File: config.mk
export PLATFORM = sky130hd
export DESIGN_NAME = writeback_arbiter_flat
export DESIGN_NICKNAME = d
export VERILOG_FILES = /design/src/rtl/writeback_arbiter_if.sv /design/src/rtl/writeback_arbiter.sv /design/src/flat_wrapper.sv
export SDC_FILE = /design/constraint.sdc
export NUM_CORES = 1
export LEC_CHECK = 0
export CORE_ASPECT_RATIO = 0.6
export CORE_MARGIN = 2
export CORE_UTILIZATION = 36
export CTS_BUF_LIST = sky130_fd_sc_hd__clkbuf_4
export DETAILED_ROUTE_END_ITERATION = 6
export PLACE_DENSITY = 0.82
export SYNTH_ARGS = -nofsm -noshare
export SYNTH_HDL_FRONTEND = slang
export SYNTH_SLANG_ARGS = --single-unit
export TNS_END_PERCENT = 20
File: constraint.sdc
create_clock -name clk -period 1.7 [get_ports clk]
set_input_delay 0.17 -clock clk [delete_from_list [all_inputs] [get_ports clk]]
set_output_delay 0.17 -clock clk [all_outputs]
set_load 0.02 [all_outputs]
File: src/rtl/writeback_arbiter_if.sv
// Writeback arbiter bus: per-pipe execute results in, one registered writeback result out.
// master = result producers / writeback consumer side, slave = the arbiter.
interface writeback_arbiter_if #(
   parameter int p_num_pipes      = 2,
   parameter int p_seq_num_bits   = 5,
   parameter int p_phys_addr_bits = 6
);
   logic [p_num_pipes-1:0]                  ex_val;
   logic [p_num_pipes-1:0]                  ex_rdy;
   logic [p_num_pipes*32-1:0]               ex_pc;
   logic [p_num_pipes*p_seq_num_bits-1:0]   ex_seq_num;
   logic [p_num_pipes*5-1:0]                ex_waddr;
   logic [p_num_pipes*p_phys_addr_bits-1:0] ex_preg;
   logic [p_num_pipes*32-1:0]               ex_wdata;
   logic [p_num_pipes-1:0]                  ex_wen;
   logic [p_seq_num_bits-1:0]               commit_head_seq;

   logic                                    wb_val;
   logic                                    wb_rdy;
   logic [31:0]                             wb_pc;
   logic [p_seq_num_bits-1:0]               wb_seq_num;
   logic [4:0]                              wb_waddr;
   logic [p_phys_addr_bits-1:0]             wb_preg;
   logic [31:0]                             wb_wdata;
   logic                                    wb_wen;

   modport master (
      output ex_val, ex_pc, ex_seq_num, ex_waddr, ex_preg, ex_wdata, ex_wen,
             commit_head_seq, wb_rdy,
      input  ex_rdy, wb_val, wb_pc, wb_seq_num, wb_waddr, wb_preg, wb_wdata, wb_wen
   );

   modport slave (
      input  ex_val, ex_pc, ex_seq_num, ex_waddr, ex_preg, ex_wdata, ex_wen,
             commit_head_seq, wb_rdy,
      output ex_rdy, wb_val, wb_pc, wb_seq_num, wb_waddr, wb_preg, wb_wdata, wb_wen
   );
endinterface

File: src/rtl/writeback_arbiter.sv
// Round-robin arbiter of N execute pipes onto one registered writeback port.
// Latency 1 cycle; ex_rdy only when output register is empty or draining (wb_rdy), else pipes stall.
// Optional WB_ARB_AGE_PRIORITY_EN: oldest result (relative to commit head) wins, ties in round-robin order.
module writeback_arbiter #(
   parameter int p_num_pipes      = 2,
   parameter int p_seq_num_bits   = 5,
   parameter int p_phys_addr_bits = 6
) (
   input  logic               clk,
   input  logic               rst,
   writeback_arbiter_if.slave bus
);
   localparam int PtrW = (p_num_pipes > 1) ? $clog2(p_num_pipes) : 1;

   logic                        wb_val_q,   wb_val_d;
   logic [31:0]                 wb_pc_q,    wb_pc_d;
   logic [p_seq_num_bits-1:0]   wb_seq_q,   wb_seq_d;
   logic [4:0]                  wb_waddr_q, wb_waddr_d;
   logic [p_phys_addr_bits-1:0] wb_preg_q,  wb_preg_d;
   logic [31:0]                 wb_wdata_q, wb_wdata_d;
   logic                        wb_wen_q,   wb_wen_d;
   logic [PtrW-1:0]             rr_ptr_q,   rr_ptr_d;

   logic                        free;
   logic                        gnt_vld;
   logic [PtrW-1:0]             gnt_idx;
   logic                        xfer;
   logic [p_num_pipes-1:0]      gnt_onehot;

   assign free = !wb_val_q || bus.wb_rdy;

   // Walk pipes in round-robin order from rr_ptr; a strictly better candidate replaces the current one.
   always_comb begin
      int idx;
`ifdef WB_ARB_AGE_PRIORITY_EN
      logic [p_seq_num_bits-1:0] age;
      logic [p_seq_num_bits-1:0] best_age;
      age      = '0;
      best_age = '1;
`endif
      idx     = 0;
      gnt_vld = 1'b0;
      gnt_idx = '0;
      for (int k = 0; k < p_num_pipes; k++) begin
         idx = int'(rr_ptr_q) + k;
         if (idx >= p_num_pipes) idx = idx - p_num_pipes;
`ifdef WB_ARB_AGE_PRIORITY_EN
         age = bus.ex_seq_num[idx*p_seq_num_bits +: p_seq_num_bits] - bus.commit_head_seq;
         if (bus.ex_val[idx] && (!gnt_vld || age < best_age)) begin
            gnt_vld  = 1'b1;
            gnt_idx  = PtrW'(idx);
            best_age = age;
         end
`else
         if (bus.ex_val[idx] && !gnt_vld) begin
            gnt_vld = 1'b1;
            gnt_idx = PtrW'(idx);
         end
`endif
      end
   end

`ifndef WB_ARB_AGE_PRIORITY_EN
   logic unused_head;
   assign unused_head = ^bus.commit_head_seq;
`endif

   assign xfer = gnt_vld && free && !rst;

   always_comb begin
      gnt_onehot = '0;
      if (xfer) gnt_onehot[gnt_idx] = 1'b1;
   end

   assign bus.ex_rdy = gnt_onehot;

   always_comb begin
      int sel;
      int nxt;
      sel = int'(gnt_idx);
      nxt = sel + 1;
      if (nxt >= p_num_pipes) nxt = 0;

      wb_val_d   = wb_val_q;
      wb_pc_d    = wb_pc_q;
      wb_seq_d   = wb_seq_q;
      wb_waddr_d = wb_waddr_q;
      wb_preg_d  = wb_preg_q;
      wb_wdata_d = wb_wdata_q;
      wb_wen_d   = wb_wen_q;
      rr_ptr_d   = rr_ptr_q;

      if (xfer) begin
         wb_val_d   = 1'b1;
         wb_pc_d    = bus.ex_pc[sel*32 +: 32];
         wb_seq_d   = bus.ex_seq_num[sel*p_seq_num_bits +: p_seq_num_bits];
         wb_waddr_d = bus.ex_waddr[sel*5 +: 5];
         wb_preg_d  = bus.ex_preg[sel*p_phys_addr_bits +: p_phys_addr_bits];
         wb_wdata_d = bus.ex_wdata[sel*32 +: 32];
         wb_wen_d   = bus.ex_wen[sel];
         rr_ptr_d   = PtrW'(nxt);
      end else if (bus.wb_rdy) begin
         wb_val_d   = 1'b0;
      end
   end

   always_ff @(posedge clk) begin
      if (rst) begin
         wb_val_q   <= 1'b0;
         wb_pc_q    <= '0;
         wb_seq_q   <= '0;
         wb_waddr_q <= '0;
         wb_preg_q  <= '0;
         wb_wdata_q <= '0;
         wb_wen_q   <= 1'b0;
         rr_ptr_q   <= '0;
      end else begin
         wb_val_q   <= wb_val_d;
         wb_pc_q    <= wb_pc_d;
         wb_seq_q   <= wb_seq_d;
         wb_waddr_q <= wb_waddr_d;
         wb_preg_q  <= wb_preg_d;
         wb_wdata_q <= wb_wdata_d;
         wb_wen_q   <= wb_wen_d;
         rr_ptr_q   <= rr_ptr_d;
      end
   end

   assign bus.wb_val     = wb_val_q;
   assign bus.wb_pc      = wb_pc_q;
   assign bus.wb_seq_num = wb_seq_q;
   assign bus.wb_waddr   = wb_waddr_q;
   assign bus.wb_preg    = wb_preg_q;
   assign bus.wb_wdata   = wb_wdata_q;
   assign bus.wb_wen     = wb_wen_q;
endmodule

File: src/flat_wrapper.sv
// flat-port wrapper written by rule: the top's interface ports become plain ports
module writeback_arbiter_flat 
#(
   parameter int p_num_pipes      = 2,
   parameter int p_seq_num_bits   = 5,
   parameter int p_phys_addr_bits = 6
)
  (clk, rst, bus_ex_val, bus_ex_pc, bus_ex_seq_num, bus_ex_waddr, bus_ex_preg, bus_ex_wdata, bus_ex_wen, bus_commit_head_seq, bus_wb_rdy, bus_ex_rdy, bus_wb_val, bus_wb_pc, bus_wb_seq_num, bus_wb_waddr, bus_wb_preg, bus_wb_wdata, bus_wb_wen);
  writeback_arbiter_if #(.p_num_pipes(p_num_pipes), .p_seq_num_bits(p_seq_num_bits), .p_phys_addr_bits(p_phys_addr_bits)) bus_i ();
  input  logic clk;
  input  logic rst;
  input wire logic [$bits(bus_i.ex_val)-1:0] bus_ex_val;
  input wire logic [$bits(bus_i.ex_pc)-1:0] bus_ex_pc;
  input wire logic [$bits(bus_i.ex_seq_num)-1:0] bus_ex_seq_num;
  input wire logic [$bits(bus_i.ex_waddr)-1:0] bus_ex_waddr;
  input wire logic [$bits(bus_i.ex_preg)-1:0] bus_ex_preg;
  input wire logic [$bits(bus_i.ex_wdata)-1:0] bus_ex_wdata;
  input wire logic [$bits(bus_i.ex_wen)-1:0] bus_ex_wen;
  input wire logic [$bits(bus_i.commit_head_seq)-1:0] bus_commit_head_seq;
  input wire logic [$bits(bus_i.wb_rdy)-1:0] bus_wb_rdy;
  output wire logic [$bits(bus_i.ex_rdy)-1:0] bus_ex_rdy;
  output wire logic [$bits(bus_i.wb_val)-1:0] bus_wb_val;
  output wire logic [$bits(bus_i.wb_pc)-1:0] bus_wb_pc;
  output wire logic [$bits(bus_i.wb_seq_num)-1:0] bus_wb_seq_num;
  output wire logic [$bits(bus_i.wb_waddr)-1:0] bus_wb_waddr;
  output wire logic [$bits(bus_i.wb_preg)-1:0] bus_wb_preg;
  output wire logic [$bits(bus_i.wb_wdata)-1:0] bus_wb_wdata;
  output wire logic [$bits(bus_i.wb_wen)-1:0] bus_wb_wen;
  assign bus_i.ex_val = bus_ex_val;
  assign bus_i.ex_pc = bus_ex_pc;
  assign bus_i.ex_seq_num = bus_ex_seq_num;
  assign bus_i.ex_waddr = bus_ex_waddr;
  assign bus_i.ex_preg = bus_ex_preg;
  assign bus_i.ex_wdata = bus_ex_wdata;
  assign bus_i.ex_wen = bus_ex_wen;
  assign bus_i.commit_head_seq = bus_commit_head_seq;
  assign bus_i.wb_rdy = bus_wb_rdy;
  assign bus_ex_rdy = bus_i.ex_rdy;
  assign bus_wb_val = bus_i.wb_val;
  assign bus_wb_pc = bus_i.wb_pc;
  assign bus_wb_seq_num = bus_i.wb_seq_num;
  assign bus_wb_waddr = bus_i.wb_waddr;
  assign bus_wb_preg = bus_i.wb_preg;
  assign bus_wb_wdata = bus_i.wb_wdata;
  assign bus_wb_wen = bus_i.wb_wen;
  writeback_arbiter #(.p_num_pipes(p_num_pipes), .p_seq_num_bits(p_seq_num_bits), .p_phys_addr_bits(p_phys_addr_bits)) u_core (.clk(clk), .rst(rst), .bus(bus_i));
endmodule
* Yosys cells after proc, flatten, opt, wreduce, memory -nomap -nowiden
Cells that the tools add are included.
Cells by class: add/subtract/negate cells 4, multipliers 2, order comparisons 8, shift operators 5, muxes and demuxes 20, reduce and logical (&&, ||, !) cells 9
Operator list (number):
- 64-bit by 7-bit variable part select with 32-bit output | 2
- 32-bit by 3-bit < comparator with 1-bit output (second input constant) | 2
- 32-bit 2-to-1 mux | 2
- 10-bit by 32-bit variable part select with 5-bit output | 2
- 32-bit by 3-bit >= comparator with 1-bit output (second input constant) | 1
- 12-bit by 32-bit variable part select with 6-bit output | 1
- 32-bit by 3-bit subtractor with 32-bit output (second input constant) | 1
- 1-bit 2-to-1 mux | 16
- 1-bit by 1-bit adder with 2-bit output (second input constant) | 2
- 1-bit logical AND | 4
- 1-bit by 2-bit < comparator with 1-bit output (second input constant) | 2
- 1-bit by 3-bit multiplier with 4-bit output (second input constant) | 1
- 1-bit logical NOT | 3
- 1-bit by 2-bit multiplier with 3-bit output (second input constant) | 1
- 1-bit by 2-bit subtractor with 3-bit output (second input constant) | 1
- 1-bit by 2-bit >= comparator with 1-bit output (second input constant) | 1
- 2-bit >= comparator (second input constant) | 1
- 2-bit 2-to-1 mux | 1
- 2-bit nonzero test | 1
- 1-bit demux with 1-bit select | 1
- 1-bit >= comparator (second input constant) | 1
- 1-bit logical OR | 1
Storage, ports and cells: bits in registers 83, input bits 172, output and inout bits 84

* Logic depth before layout (Yosys ltp)
Gate-level depths: netlist of run 1.
depth in word-level cells 14, mapped depth 5, mapped depth without buffers 3

* Least setup slack after synthesis of run 1
No wires, ideal clock.
path kind reg-to-reg, from reg u_core.wb_val_q, in the netlist u_core.bus.wb_val, to reg u_core.wb_pc_q[10], in the netlist u_core.bus.wb_pc[10], setup time 59 ps, arrival time 1527 ps, data required time 1641 ps, path slack 114 ps, cell stages (with the launch flop) 5, path buffers 1, cells stage by stage dfxtp_1 -> nor2b_4 -> a2111oi_4 -> buf_6 -> a221o_1
On the way: longest elaborated chain between the ends 4
RTL lines:
- start, declared | line writeback_arbiter.sv:15 | logic wb_val_q, wb_val_d;
- start signal, assigned | line writeback_arbiter.sv:118 | wb_val_q <= wb_val_d;
- 1-bit logical NOT | line writeback_arbiter.sv:30 | assign free = !wb_val_q || bus.wb_rdy;
- 1-bit logical OR | line writeback_arbiter.sv:30
- 1-bit logical AND (2 in series) | line writeback_arbiter.sv:68 | assign xfer = gnt_vld && free && !rst;
- end signal, assigned | line writeback_arbiter.sv:119 | wb_pc_q <= wb_pc_d;
- end, declared | line writeback_arbiter.sv:16 | logic [31:0] wb_pc_q, wb_pc_d;
No other way between the ends. A chain may end at the register's enable or synchronous reset.

* Worst setup path in the final report of run 1
from reg u_core.wb_val_q, in the netlist u_core.bus.wb_val, to out bus_wb_val
RTL lines:
- end, declared | line flat_wrapper.sv:22 | output wire logic [$bits(bus_i.wb_val)-1:0] bus_wb_val;
No word-level cell between the ends.

==> metrics.md, run 1 <==
| Metric | Value |
|---|---|
| Run status | `finished, final reports clean` |
| Die H | `82.6 um` |
| Initial antenna violation count | `0` |
| Total number of vias | `4,014` |
| Detail Route Antenna Nets | `0` |
| Worst reg2reg endpoint | `u_core.bus.wb_waddr[1]` |
| Root buffer cell | `clkbuf_4` |
| Crit path largest cell delay | `620 ps` |
| Final cycle utilization of the critical path | `96.1%` |
| Post-route setup slack | `66.0 ps` |
| P&R area growth vs syn | `75.0%` |
| NumNets Final | `786` |
| Max Fanout on Critical Path | `3` |
| WL final | `13.7 mm` |
| Leak | `0.00233 uW` |
| Top cells by area, synth | `dfxtp_1 (45%), a221o_1 (22%), a211oi_1 (16%), inv_1 (8.3%), clkbuf_1 (3.2%)` |
| WS Path Type | `reg2out` |
| Setup crit start kind | `register` |
| Most common cell after layout, fill and taps aside | `clkdlybuf4s50_1` |
| Setup Skew | `13.2 ps` |
| Largest net degree at the start of global routing | `82` |
| Iteration count of the initial detailed-routing pass | `5` |
| Hold_sp | `rst` |
| Row Count | `28` |
| GRT Total Usage | `24.4%` |
| GRT overflow | `0` |
| Clock Tree Buf Depth | `2` |
| First-pass GRT wire length | `21.5 mm` |
| Hold buffer count at cts | `0` |
| Total die area | `0.0112 mm^2` |
| Most frequent cells in the layout | `clkdlybuf4s50_1 (247), dfxtp_1 (83), inv_1 (82)` |
| RR Startpoint | `u_core.bus.wb_val` |
| Place WS | `-224 ps` |
| Fmax | `612 MHz` |
| Hold Path End | `u_core.bus.wb_pc[11]` |
| Syn Inst Count | `383` |
| Worst Hold Depth | `3` |
| DR iter-0 viols | `189` |
| WP buf/inv | `1` |
| Slew headroom | `75.2%` |
| DRC errors left | `0` |
| Power Density | `769 mW/mm^2` |
| Initial Util | `37.3%` |
| ANT cells | `0` |
| Number of global-route vias before repair | `4,067` |
| Synth warnings | `0` |
| Total power | `4990 uW` |
| #FFs+latches synth | `83` |
| H-tree depth | `3` |
| Tightest Pin Transition | `373 ps` |
| Syn avg cell area | `9.68 um^2` |
| Clock sink count | `83` |
| Core area | `0.00995 mm^2` |
| Syn Nets | `555` |
| Slew Limit Fails | `0` |
| Endpoints failing hold | `0` |
| Mapped cell area | `0.00371 mm^2` |
| RePlAce Congestion | `0.878` |
| RSZ-0062 raised after global routing | `false` |
| CTS Buf Count | `9` |
| CTS tree | `done` |
| Vias/cell | `5.33` |
| Share of layout cells above drive strength 1 | `5.99%` |
| Min-delay worst type | `in2reg` |
| Worst reg2reg setup slack | `80 ps` |
| Clock-pin slew on the worst setup and hold paths | `130 ps` |
| Sequential area share after synthesis | `44.8%` |
| Multi-input gate area in the final layout | `0.00151 mm^2` |
| # Max-Cap Violations | `0` |
| Setup Fix Bufs, Post-CTS | `0` |
| WL per Instance | `18.1 um` |
| Synth cell types | `18` |
| Port buffer count | `250` |
| CP delay by family, top | `buffers and inverters` |
| Tmin final | `1630 ps` |
| Worst Setup End Kind | `output pin` |
| FF/Latch Area | `0.00166 mm^2` |
| Slowest cell on the critical path | `clkdlybuf4s50_1` |
| IO Count | `256` |
| Detailed Place HPWL | `9.61 mm` |
| Crit-path cells | `clkdlybuf4s50_1` |
| Die width | `135 um` |
| Worst reg2reg path depth | `5` |
| Synth area leader | `dfxtp_1` |
| Post-synth top area share | `44.8%` |
| Final setup fails | `0` |
| Max VDD drop | `0.000415 V` |
| Fillers | `788` |
| Required time worst endpoint | `1530 ps` |
| Critical Path AT | `1460 ps` |
| Clock Latency Late Sink | `450 ps` |
[through the flow]
step	instances	area (um^2)	TNS (ps)	hold slack (ps)	utilization, %
3_3_place_gp	738	6340	-7480	495	63.7
3_5_place_dp	738	6340	-10150	509	63.7
5_1_grt	753	6490	0	280	65.2
4_1_cts	753	6490	0	216	65.2
2_1_floorplan	383	3710	0	308	-
6_report	753	6490	0	240	65.2
[what timing repair did]
| item | in CTS | in global routing |
|---|---|---|
| hold endpoints to repair | 0 | 0 |
| gates resized for setup | 6 | 2 |
| setup endpoints to repair | 2 | 2 |
[cell families after synthesis]
family | share of synthesized area [%]
AOI/OAI and AO/OA | 39.4
buffers and inverters | 14.6
DFF | 44.8
and+or+nand+nor | 1.21
[area by class of cell]
cell class	count	share of cell area, %
well taps	135	2.60
flip-flops and latches	83	25.6
clock inverters	5	1.21
inverters	83	4.80
repair buffers	264	41.3
multi-input cells	173	23.3
clock buffers	10	1.16
[cell usage after synthesis]
cell / n
inv_1: 82
nand2b_1: 1
buf_2: 3
o21ai_0: 1
a221o_1: 81
dfxtp_1: 83
a21oi_1: 2
nand3_1: 1
a2111oi_4: 1
nor2_1: 2
inv_2: 1
buf_1: 1
a211oi_1: 81
buf_6: 8
clkbuf_1: 32
nor2b_4: 1
or2_1: 1
and3_1: 1
[worst max-delay path by stage]
| stage | from | to | slack, ps | depth (start not counted) |
|---|---|---|---|---|
| 3_3_place_gp | bus_wb_rdy | bus_ex_rdy[1] | -150 | 4 |
| 4_1_cts | u_core.rr_ptr_q | bus_ex_rdy[0] | 10 | 3 |
| 2_1_floorplan | u_core.bus.wb_val | u_core.bus.wb_pc[10] | 110 | 4 |
| 3_5_place_dp | bus_ex_val[0] | u_core.bus.wb_waddr[1] | -220 | 6 |
| 6_report | u_core.bus.wb_val | bus_wb_val | 70 | 1 |
| 5_1_grt | u_core.bus.wb_val | bus_wb_val | 6 | 1 |
[report_power, final]
part / switching [uW] / total (uW) / internal, uW / leakage, uW
logic: 644 / 1480 / 835 / 0.00157
clock network: 696 / 1300 / 600 / 0.0000761
registers: 92.5 / 2210 / 2120 / 0.000687
total: 1430 / 4990 / 3560 / 0.00233
[registers in the layout (all words and copies together), names as in the netlist]
register / count
u_core.bus.wb_preg: 6
u_core.bus.wb_val: 1
u_core.bus.wb_wen: 1
u_core.bus.wb_waddr: 5
u_core.bus.wb_seq_num: 5
u_core.bus.wb_pc: 32
u_core.rr_ptr_q: 1
u_core.bus.wb_wdata: 32
[metal layers]
metal / global-route usage (%) / vias up / share of wire [%]
met5: 0 / - / 0
met4: 7.81 / 0 / 1.4
met3: 7.26 / 17 / 8.3
met2: 41.7 / 178 / 50
met1: 30.2 / 1908 / 41
li1: - / 1911 / -
[worst min-delay path, cell delays in order]
cell	delay, ps
buf_2	160
a211oi_1	190
a221o_1	130
(Power assumes the default switching activity.)
==> inputs of run 2 (changes only) <==
ABC_AREA = 1   (was unset)
CORE_UTILIZATION = 38   (was 36)
PLACE_DENSITY = 0.83   (was 0.82)
==> metrics.md, run 2 <==
| Metric | Value |
|---|---|
| GRT Total Usage | `23.0%` |
| Crit-path cells | `clkdlybuf4s50_1` |
| Leak | `0.00281 uW` |
| Place WS | `-131 ps` |
| Slew Limit Fails | `0` |
| RePlAce Congestion | `0.793` |
| Required time worst endpoint | `1530 ps` |
| Tmin final | `1580 ps` |
| H-tree depth | `3` |
| Worst reg2reg path depth | `8` |
| Number of global-route vias before repair | `4,357` |
| Detail Route Antenna Nets | `0` |
| NumNets Final | `1,034` |
| Crit path largest cell delay | `640 ps` |
| Worst Hold Depth | `4` |
| Clock Latency Late Sink | `420 ps` |
| Iteration count of the initial detailed-routing pass | `4` |
| Cell Area, Placed | `0.00661 mm^2` |
| Syn Inst Count | `637` |
| Placed cell count | `990` |
| PostCTS Resize Cnt | `3` |
| Post-route setup slack | `118 ps` |
| Min-delay worst type | `in2reg` |
| Total number of vias | `4,749` |
| Top cells by area, synth | `dfxtp_1 (41%), nand2_1 (30%), a21oi_1 (10%), nand3_1 (10%), buf_2 (3.2%)` |
| Setup crit start kind | `register` |
| Clock Tree Buf Depth | `2` |
| IO Count | `256` |
| Hold Path End | `u_core.rr_ptr_q` |
| Slew headroom | `41.3%` |
| Total die area | `0.0116 mm^2` |
| Die width | `138 um` |
| Most common cell after layout, fill and taps aside | `nand2_1` |
| WL final | `13.6 mm` |
| Hold buffer count at cts | `0` |
| Top FF cell, synth | `dfxtp_1` |
| Critical Path AT | `1410 ps` |
| Max Fanout on Critical Path | `2` |
| Post-synth top area share | `40.9%` |
| RSZ-0062 raised after global routing | `false` |
| Design area | `0.00673 mm^2` |
| Slowest cell on the critical path | `clkdlybuf4s50_1` |
| First-pass GRT wire length | `21.2 mm` |
| Syn Nets | `809` |
| DR iter-0 viols | `193` |
| Core area | `0.0105 mm^2` |
| Final Non-Filler Cells | `1,005` |
| Commonest cells post-synth | `nand2_1 (329), a21oi_1 (83), dfxtp_1 (83)` |
| Clock sink count | `83` |
| Fmax | `632 MHz` |
| Most frequent cells in the layout | `nand2_1 (328), clkdlybuf4s50_1 (246), a21oi_1 (83), dfxtp_1 (83), nand3_1 (81)` |
| Worst reg2reg endpoint | `u_core.bus.wb_pc[11]` |
| Initial antenna violation count | `0` |
| CTS Buf Count | `9` |
| Largest net degree at the start of global routing | `84` |
| Mapped cell area | `0.00407 mm^2` |
| Share of layout cells above drive strength 1 | `4.27%` |
| WP buf/inv | `1` |
| Vias/cell | `4.73` |
| Total power | `4630 uW` |
| WS Path Type | `reg2out` |
| Synth area leader | `dfxtp_1` |
| CP delay by family, top | `buffers and inverters` |
| Die H | `84.1 um` |
| Row Count | `29` |
| Tightest Pin Transition | `881 ps` |
| Setup Skew | `12.0 ps` |
| CTS tree | `done` |
| Min Hold Slack | `157 ps` |
| Worst Setup End Kind | `output pin` |
| Top-count cell post-synth | `nand2_1` |
| Port buffer count | `250` |
| Synth warnings | `0` |
| # Max-Cap Violations | `0` |
| Run status | `finished, final reports clean` |
| ANT cells | `0` |
| Final cycle utilization of the critical path | `93.1%` |
| WL per Instance | `13.5 um` |
| Synth cell types | `16` |
| Detailed Place HPWL | `9.66 mm` |
| Endpoints failing hold | `0` |
| Sequential area share after synthesis | `40.9%` |
| Initial Util | `38.8%` |
| Async set-or-reset flop fraction in the synthesized netlist | `0%` |
| Clock-pin slew on the worst setup and hold paths | `120 ps` |
| GRT overflow | `0` |
| Final setup fails | `0` |
| Max VDD drop | `0.000317 V` |
| Power Density | `689 mW/mm^2` |
| Worst reg2reg setup slack | `310 ps` |
| P&R area growth vs syn | `65.4%` |
| Syn avg cell area | `6.38 um^2` |
| Fillers | `957` |
| Post-synth EDFFs | `0` |
| DRC errors left | `0` |
| Setup Fix Bufs, Post-CTS | `0` |
| RR Startpoint | `u_core.rr_ptr_q` |
| #FFs+latches synth | `83` |
| Root buffer cell | `clkbuf_4` |
| Hold_sp | `bus_ex_val[1]` |
-- run 2: cell types whose count changed after synthesis, sizes merged, moves of 23 or more --
cell,delta
a211oi,-81
a21oi,+81
a221o,-81
nand2,+330
clkbuf,-23
inv,-79
buf,+31
nand3,+80
-- run 2: how the worst max path moves through the flow --
| stage | from | depth (start not counted) | endpoint | slack [ps] |
|---|---|---|---|---|
| finish | u_core.bus.wb_val | 1 | bus_wb_val | 120 |
| global route | u_core.bus.wb_pc[0] | 1 | bus_wb_pc[0] | 10 |
| CTS | u_core.bus.wb_val | 6 | bus_ex_rdy[0] | 20 |
| detailed placement | bus_wb_rdy | 8 | bus_ex_rdy[0] | -130 |
| global placement | bus_wb_rdy | 8 | bus_ex_rdy[0] | -120 |
| floorplan | u_core.rr_ptr_q | 5 | bus_ex_rdy[1] | 530 |
-- run 2: cell type report --
cell class | count | area (um^2) | area share (%)
multi-input combinational | 498 | 2090 | 31.1
inverter | 4 | 15.0 | 0.223
sequential | 83 | 1660 | 24.7
clock inverter | 4 | 42.5 | 0.632
tap | 139 | 174 | 2.59
clock buffer | 11 | 82.6 | 1.23
timing repair buffer | 266 | 2660 | 39.5
-- run 2: metal layers --
| metal | GRT usage [%] | routed length (um) | share of wire (%) | up-vias |
|---|---|---|---|---|
| met2 | 37.4 | 6050 | 44 | 161 |
| met4 | 6.56 | 226 | 1.7 | 0 |
| met1 | 28.1 | 5970 | 44 | 2087 |
| li1 | - | - | - | 2481 |
| met3 | 9.36 | 1360 | 10 | 20 |
| met5 | 0 | 0 | 0 | - |
-- run 2: per-stage QoR --
stage	util, %	TNS, ps
3_5_place_dp	63.0	-438
5_1_grt	64.1	0
6_report	64.1	0
4_1_cts	64.2	0
3_3_place_gp	63.0	-142
2_1_floorplan	-	0
-- run 2: report_power, final --
group	internal (uW)	switching, uW
clock	464	620
sequential	2060	58.5
combinational	738	690
total	3270	1370
-- run 2: kinds of logic (layout without fill, tap and decap cells) --
logic type             count (synthesis)  in the layout  synth area share, %
buffers and inverters                 56            285                 7.72
AOI/OAI and AO/OA                     83             83                 10.2
and+or+nand+nor                      415            415                 41.2
DFF                                   83             83                 40.9
